`src/rtl/turn_ctrl_pkg.sv`:
```
// Shared types and defaults for the turn-signal request controller.
//   state_t     : controller FSM states
//   req_t       : decoded request from the debounced switches
//   decode_req  : priority resolution hazard > conflict > left > right
//   req_state   : operating state selected by a request (NONE -> IDLE)
package turn_ctrl_pkg;

  typedef enum logic [2:0] {IDLE, TURN_L, TURN_R, HAZARD, LOCKOUT} state_t;
  typedef enum logic [1:0] {NONE, L, R, HAZ} req_t;

  localparam int unsigned DEF_DEB_CYCLES = 4;
  localparam int unsigned DEF_SEQ_CYCLES = 4;
  localparam int unsigned DEF_TIMEOUT    = 64;

  function automatic req_t decode_req(input logic d_l, input logic d_r, input logic d_h);
    if (d_h)             return HAZ;
    else if (d_l && d_r) return NONE;
    else if (d_l)        return L;
    else if (d_r)        return R;
    return NONE;
  endfunction

  function automatic state_t req_state(input req_t r);
    case (r)
      L:       return TURN_L;
      R:       return TURN_R;
      HAZ:     return HAZARD;
      default: return IDLE;
    endcase
  endfunction

endpackage

```
`src/rtl/turn_debounce.sv`:
```
// Single-input debouncer.
//   clk, reset : clock, synchronous active-high reset
//   raw        : raw switch level
//   deb        : debounced level; follows raw after DEB_CYCLES consecutive
//                cycles of disagreement
module turn_debounce
  import turn_ctrl_pkg::*;
#(
  parameter int unsigned DEB_CYCLES = DEF_DEB_CYCLES
) (
  input  logic clk,
  input  logic reset,
  input  logic raw,
  output logic deb
);

  localparam int unsigned CW = (DEB_CYCLES > 1) ? $clog2(DEB_CYCLES) : 1;

  logic [CW-1:0] cnt_q, cnt_d;
  logic          deb_q, deb_d;

  always_comb begin
    cnt_d = '0;
    deb_d = deb_q;
    if (raw != deb_q) begin
      if (cnt_q == CW'(DEB_CYCLES - 1)) deb_d = raw;
      else                              cnt_d = cnt_q + 1'b1;
    end
  end

  always_ff @(posedge clk) begin
    if (reset) begin
      cnt_q <= '0;
      deb_q <= 1'b0;
    end else begin
      cnt_q <= cnt_d;
      deb_q <= deb_d;
    end
  end

  assign deb = deb_q;

endmodule

```
`src/rtl/turn_signal_ctrl.sv`:
```
// Request controller in front of the tail-light sequencer.
//   clk, reset          : clock, synchronous active-high reset
//   stalk_l/stalk_r     : raw turn-stalk levels
//   hazard_sw           : raw hazard-switch level
//   left/right/sign     : registered mode requests to the sequencer
//   busy                : controller not idle
//   timeout_flag        : sticky turn-timeout indicator, cleared on stalk release
// Modes change only at the end of a sequencer pattern so no pattern is cut short.
module turn_signal_ctrl
  import turn_ctrl_pkg::*;
#(
  parameter int unsigned DEB_CYCLES = DEF_DEB_CYCLES,
  parameter int unsigned SEQ_CYCLES = DEF_SEQ_CYCLES,
  parameter int unsigned TIMEOUT    = DEF_TIMEOUT
) (
  input  logic clk,
  input  logic reset,
  input  logic stalk_l,
  input  logic stalk_r,
  input  logic hazard_sw,
  output logic left,
  output logic right,
  output logic sign,
  output logic busy,
  output logic timeout_flag
);

  localparam int unsigned PW = (SEQ_CYCLES > 1) ? $clog2(SEQ_CYCLES) : 1;
  localparam int unsigned TW = $clog2(TIMEOUT + 1);

  logic d_l, d_r, d_h;

  turn_debounce #(.DEB_CYCLES(DEB_CYCLES)) u_deb_l (.clk(clk), .reset(reset), .raw(stalk_l),   .deb(d_l));
  turn_debounce #(.DEB_CYCLES(DEB_CYCLES)) u_deb_r (.clk(clk), .reset(reset), .raw(stalk_r),   .deb(d_r));
  turn_debounce #(.DEB_CYCLES(DEB_CYCLES)) u_deb_h (.clk(clk), .reset(reset), .raw(hazard_sw), .deb(d_h));

  state_t        state_q, state_d;
  logic [PW-1:0] phase_q, phase_d;
  logic [TW-1:0] timer_q, timer_d;
  logic          flag_q, flag_d;
  logic          left_q, left_d, right_q, right_d, sign_q, sign_d, busy_q, busy_d;

  req_t req;
  logic boundary;
  logic same_turn;

  always_comb begin
    req       = decode_req(d_l, d_r, d_h);
    boundary  = (phase_q == PW'(SEQ_CYCLES - 1));
    same_turn = (req == L && state_q == TURN_L) || (req == R && state_q == TURN_R);
    state_d   = state_q;
    flag_d    = flag_q;

    // Release of both stalks clears the sticky flag; a timeout can only
    // fire while one stalk is held, so the set below never collides.
    if (!d_l && !d_r) flag_d = 1'b0;

    case (state_q)
      IDLE: state_d = req_state(req);
      TURN_L, TURN_R: begin
        if (boundary) begin
          if (req == HAZ) begin
            state_d = HAZARD;
          end else if (same_turn && timer_q >= TW'(TIMEOUT - 1)) begin
            state_d = LOCKOUT;
            flag_d  = 1'b1;
          end else begin
            state_d = req_state(req);
          end
        end
      end
      HAZARD: if (boundary) state_d = req_state(req);
      LOCKOUT: begin
        if (!d_l && !d_r)              state_d = IDLE;
        else if (boundary && req == HAZ) state_d = HAZARD;
      end
      default: state_d = IDLE;
    endcase

    // Phase restarts when leaving IDLE; otherwise it free-runs and wraps,
    // so mode changes (taken at the wrap) land on phase 0 automatically.
    if (state_d == IDLE || state_q == IDLE) phase_d = '0;
    else if (boundary)                      phase_d = '0;
    else                                    phase_d = phase_q + 1'b1;

    if (state_d != state_q)                           timer_d = '0;
    else if (state_q == TURN_L || state_q == TURN_R)  timer_d = timer_q + 1'b1;
    else                                              timer_d = '0;

    left_d  = (state_d == TURN_L);
    right_d = (state_d == TURN_R);
    sign_d  = (state_d == HAZARD);
    busy_d  = (state_d != IDLE);
  end

  always_ff @(posedge clk) begin
    if (reset) begin
      state_q <= IDLE;
      phase_q <= '0;
      timer_q <= '0;
      flag_q  <= 1'b0;
      left_q  <= 1'b0;
      right_q <= 1'b0;
      sign_q  <= 1'b0;
      busy_q  <= 1'b0;
    end else begin
      state_q <= state_d;
      phase_q <= phase_d;
      timer_q <= timer_d;
      flag_q  <= flag_d;
      left_q  <= left_d;
      right_q <= right_d;
      sign_q  <= sign_d;
      busy_q  <= busy_d;
    end
  end

  assign left         = left_q;
  assign right        = right_q;
  assign sign         = sign_q;
  assign busy         = busy_q;
  assign timeout_flag = flag_q;

endmodule

```
`config.mk`:
```
export PLATFORM = sky130hd
export DESIGN_NAME = turn_signal_ctrl
export DESIGN_NICKNAME = d
export VERILOG_FILES = /design/src/rtl/turn_ctrl_pkg.sv /design/src/rtl/turn_debounce.sv /design/src/rtl/turn_signal_ctrl.sv
export SDC_FILE = /design/constraint.sdc
export NUM_CORES = 1
export LEC_CHECK = 0
export ABC_CLOCK_PERIOD_IN_PS = 2100
export CAP_MARGIN = 20
export CELL_PAD_IN_SITES_DETAIL_PLACEMENT = 2
export CELL_PAD_IN_SITES_GLOBAL_PLACEMENT = 2
export CORE_ASPECT_RATIO = 1.5
export CORE_MARGIN = 4
export CORE_UTILIZATION = 38
export DETAILED_ROUTE_END_ITERATION = 7
export DONT_BUFFER_PORTS = 1
export PLACE_DENSITY = 0.77
export RECOVER_POWER = 25
export SYNTH_ARGS = -nofsm -noshare
export SYNTH_HDL_FRONTEND = slang
export SYNTH_SLANG_ARGS = --single-unit
```
`constraint.sdc`:
```
create_clock -name clk -period 2.1 [get_ports clk]
set_clock_uncertainty 0.2 [all_clocks]
set_input_delay 0.315 -clock clk [delete_from_list [all_inputs] [get_ports clk]]
set_output_delay 0.315 -clock clk [all_outputs]
set_load 0.05 [all_outputs]
```
==> metrics.cfg <==
[routing]
wirelength_mm=3.92
vias_per_cell=5.69
firstDrtPassIters=4
final_antenna_net_count=0
drc_errors=0
vias=1086
drt_iter0_markers=24
wl_per_cell_um=20.5

[power_and_ir_drop]
ir_worst_vdd_v=0.000389
leakagePower_nw=0.580
power_density_nw_per_um2=594
power_uw=889

[sta]
max_slew.worst_pin.slew_ns=0.523
fin_ws_ns=0.0752
max_freq_mhz=494
final-hold-violation-count=0
grt_setup_unrepaired=true
fin_crit_sh_pct=96.4
drv_slew=0
timing.hold.ws_ns=0.0216
relSlewSlack_pct=65.0
finalSetupViolations=0
min_period_ns=2.02

[die]
core_area_um2=3220
fp-row-count=25
start_util_pct=40.5
dieWidth_um=55.9
dieHeight_um=79.8
io_pins=10
die_area_um2=4460

[run]
max_cap_violations=0

[yosys]
synthCells=142
ys_top_cells_by_area=dfxtp_1 (40%), nor2_1 (4.9%), ha_1 (4.8%), xnor2_1 (4.7%), nor3_1 (2.7%)
seq_area_frac_synth_pct=39.8
yosysWarnings=0
syn-num-nets=152
synthArstFlopShare_pct=0
syn_avg_cell_area_um2=9.20
synth_area_um2=1310
synth_edf_count=0
synth.top_cell.area_share_pct=39.8
synth_top_flop_cell=dfxtp_1
ys_types=48
synth_seq_cells=26
yosys.area.top_type=dfxtp_1

[setup_path]
critPathMaxStageDelay_ns=0.54
crit_path_start_kind=register
crit_type=reg -> reg
critPathRequiredTime_ns=2.08
crit_slowest_cell=or4_4
r2r_slack_ns=0.08
cp-end-kind=register
arrival_ns=2.01
path_cells=buf_4 > nor2b_4 > a22oi_2 > or4_4 > and3_4 > nor4_2
critPathMaxFanout=10
reg2regPathDepth=6
timing.rr.start=state_q[0]
r2r-end=phase_q[1]

[layout]
mostFrequentLayoutCell=dfxtp_1
syn2layout_area_growth_pct=14.7
drive_gt1_share_pct=19.9
multi_input_area_um2=748
fin_nets=162
diodes=0
nFillCells=368
regArea_um2=524
mostFrequentLayoutCells=dfxtp_1 (23), nor2_1 (16), buf_4 (9)
final_core_util_pct=46.5

[placed_design]
dp.final_hpwl_mm=2.68
dpl_worst_slack_ns=-0.0333
gp_congestion=0.821
portBuffers=0

[global_routing]
antenna_found_initial=0
grt.overflow.total=0
grt_max_degree=15
grt_pass1_vias=1244
grt_use_total_pct=18.4
grt_pass1_wl_mm=6.37

[clock_network]
ctsHtreeMaxLevel=1
cts_setup_buffers=0
root_buffer=clkbuf_8
clkLatencyLatePin_ns=0.27
cts_max_path_buffers=2
numCtsBuffers=3
cts_tree=yes
cts_sinks=26
clk_pin_slew_ns=0.09

[outcome]
status=complete, no violations

[worst_hold_path]
min-delay-start=reset
hold_end=u_deb_r.cnt_q[0]
hold_path.class=in -> reg
hold_path_depth=2

==> report_power, final <==
| group | internal (mW) | total [mW] | switching (mW) |
|---|---|---|---|
| clock network | 0.168 | 0.326 | 0.159 |
| registers | 0.502 | 0.512 | 0.0107 |
| logic | 0.0236 | 0.0509 | 0.0273 |
==> synth_stat cells (2+ instances only) <==
library cell / count
a21oi_1: 3
a22o_1: 2
and2_1: 2
and2b_1: 2
and3_1: 2
buf_4: 2
clkbuf_1: 3
dfxtp_1: 26
ha_1: 5
inv_1: 6
mux2i_1: 3
nand2_1: 8
nand2b_1: 4
nand3_1: 5
nor2_1: 17
nor2b_1: 2
nor3_1: 7
o211a_1: 2
o21ai_0: 3
o2bb2ai_1: 2
or3_1: 3
xnor2_1: 7
==> cell families after synthesis <==
logic type,after synthesis,share of synthesized area (%)
AO/OA/AOI/OAI,27,16.8
XOR/XNOR,8,5.36
adder cells (fa/ha/maj),5,4.79
buffers and inverters,13,4.98
flip-flops,26,39.8
multiplexers,3,2.30
AND/OR/NAND/NOR,60,26.0
==> critical path, delay by kind of cell (launching register included) <==
kind            cells  cell delay [ns]
buf+inv             1             0.16
simple gates        4             1.10
compound gates      1             0.09
flops               1             0.39
==> cell type report <==
cell class / count / area share (%)
clock buffer: 4 / 3.68
sequential: 26 / 35.0
multi-input combinational: 103 / 50.0
timing repair buffer: 12 / 6.52
tap: 40 / 3.34
inverter: 6 / 1.50
==> worst max path at each step <==
| stage | startpoint | endpoint |
|---|---|---|
| 2_1_floorplan | phase_q[0] | phase_q[1] |
| 3_5_place_dp | phase_q[0] | phase_q[1] |
| 5_1_grt | phase_q[0] | phase_q[1] |
| 4_1_cts | phase_q[0] | phase_q[1] |
| 3_3_place_gp | state_q[0] | left |
| 6_report | state_q[0] | phase_q[1] |
==> metrics by stage <==
| stage | cells | setup TNS, ns | instance area (um^2) |
|---|---|---|---|
| after detailed placement | 184 | -0.0500 | 1380 |
| final | 191 | 0 | 1500 |
| after floorplan | 142 | 0 | 1310 |
| after global placement | 184 | 0 | 1380 |
| after global routing | 191 | -0.0789 | 1500 |
| after CTS | 190 | 0 | 1460 |
==> state kept, by name, indices dropped and copies added (netlist names) <==
register and count:
u_deb_h.cnt_q 2, u_deb_r.cnt_q 2, right 1, timeout_flag 1, phase_q 2, left 1, state_q 3, u_deb_r.deb 1
u_deb_h.deb 1, sign 1, busy 1, u_deb_l.deb 1, u_deb_l.cnt_q 2, timer_q 7
==> layer usage <==
| metal | track usage, % | part of all wire [%] |
|---|---|---|
| met1 | 19.3 | 40 |
| met2 | 36.3 | 56 |
| met3 | 2.59 | 2.0 |
| met4 | 6.89 | 2.1 |
| met5 | 0 | 0 |
==> timing repair <==
item,in CTS,in global routing
hold buffers,2,1
resized for setup,2,6
endpoints found under the setup margin,10,12
hold endpoints to repair,7,1
Power figures use the tool's default switching activity.
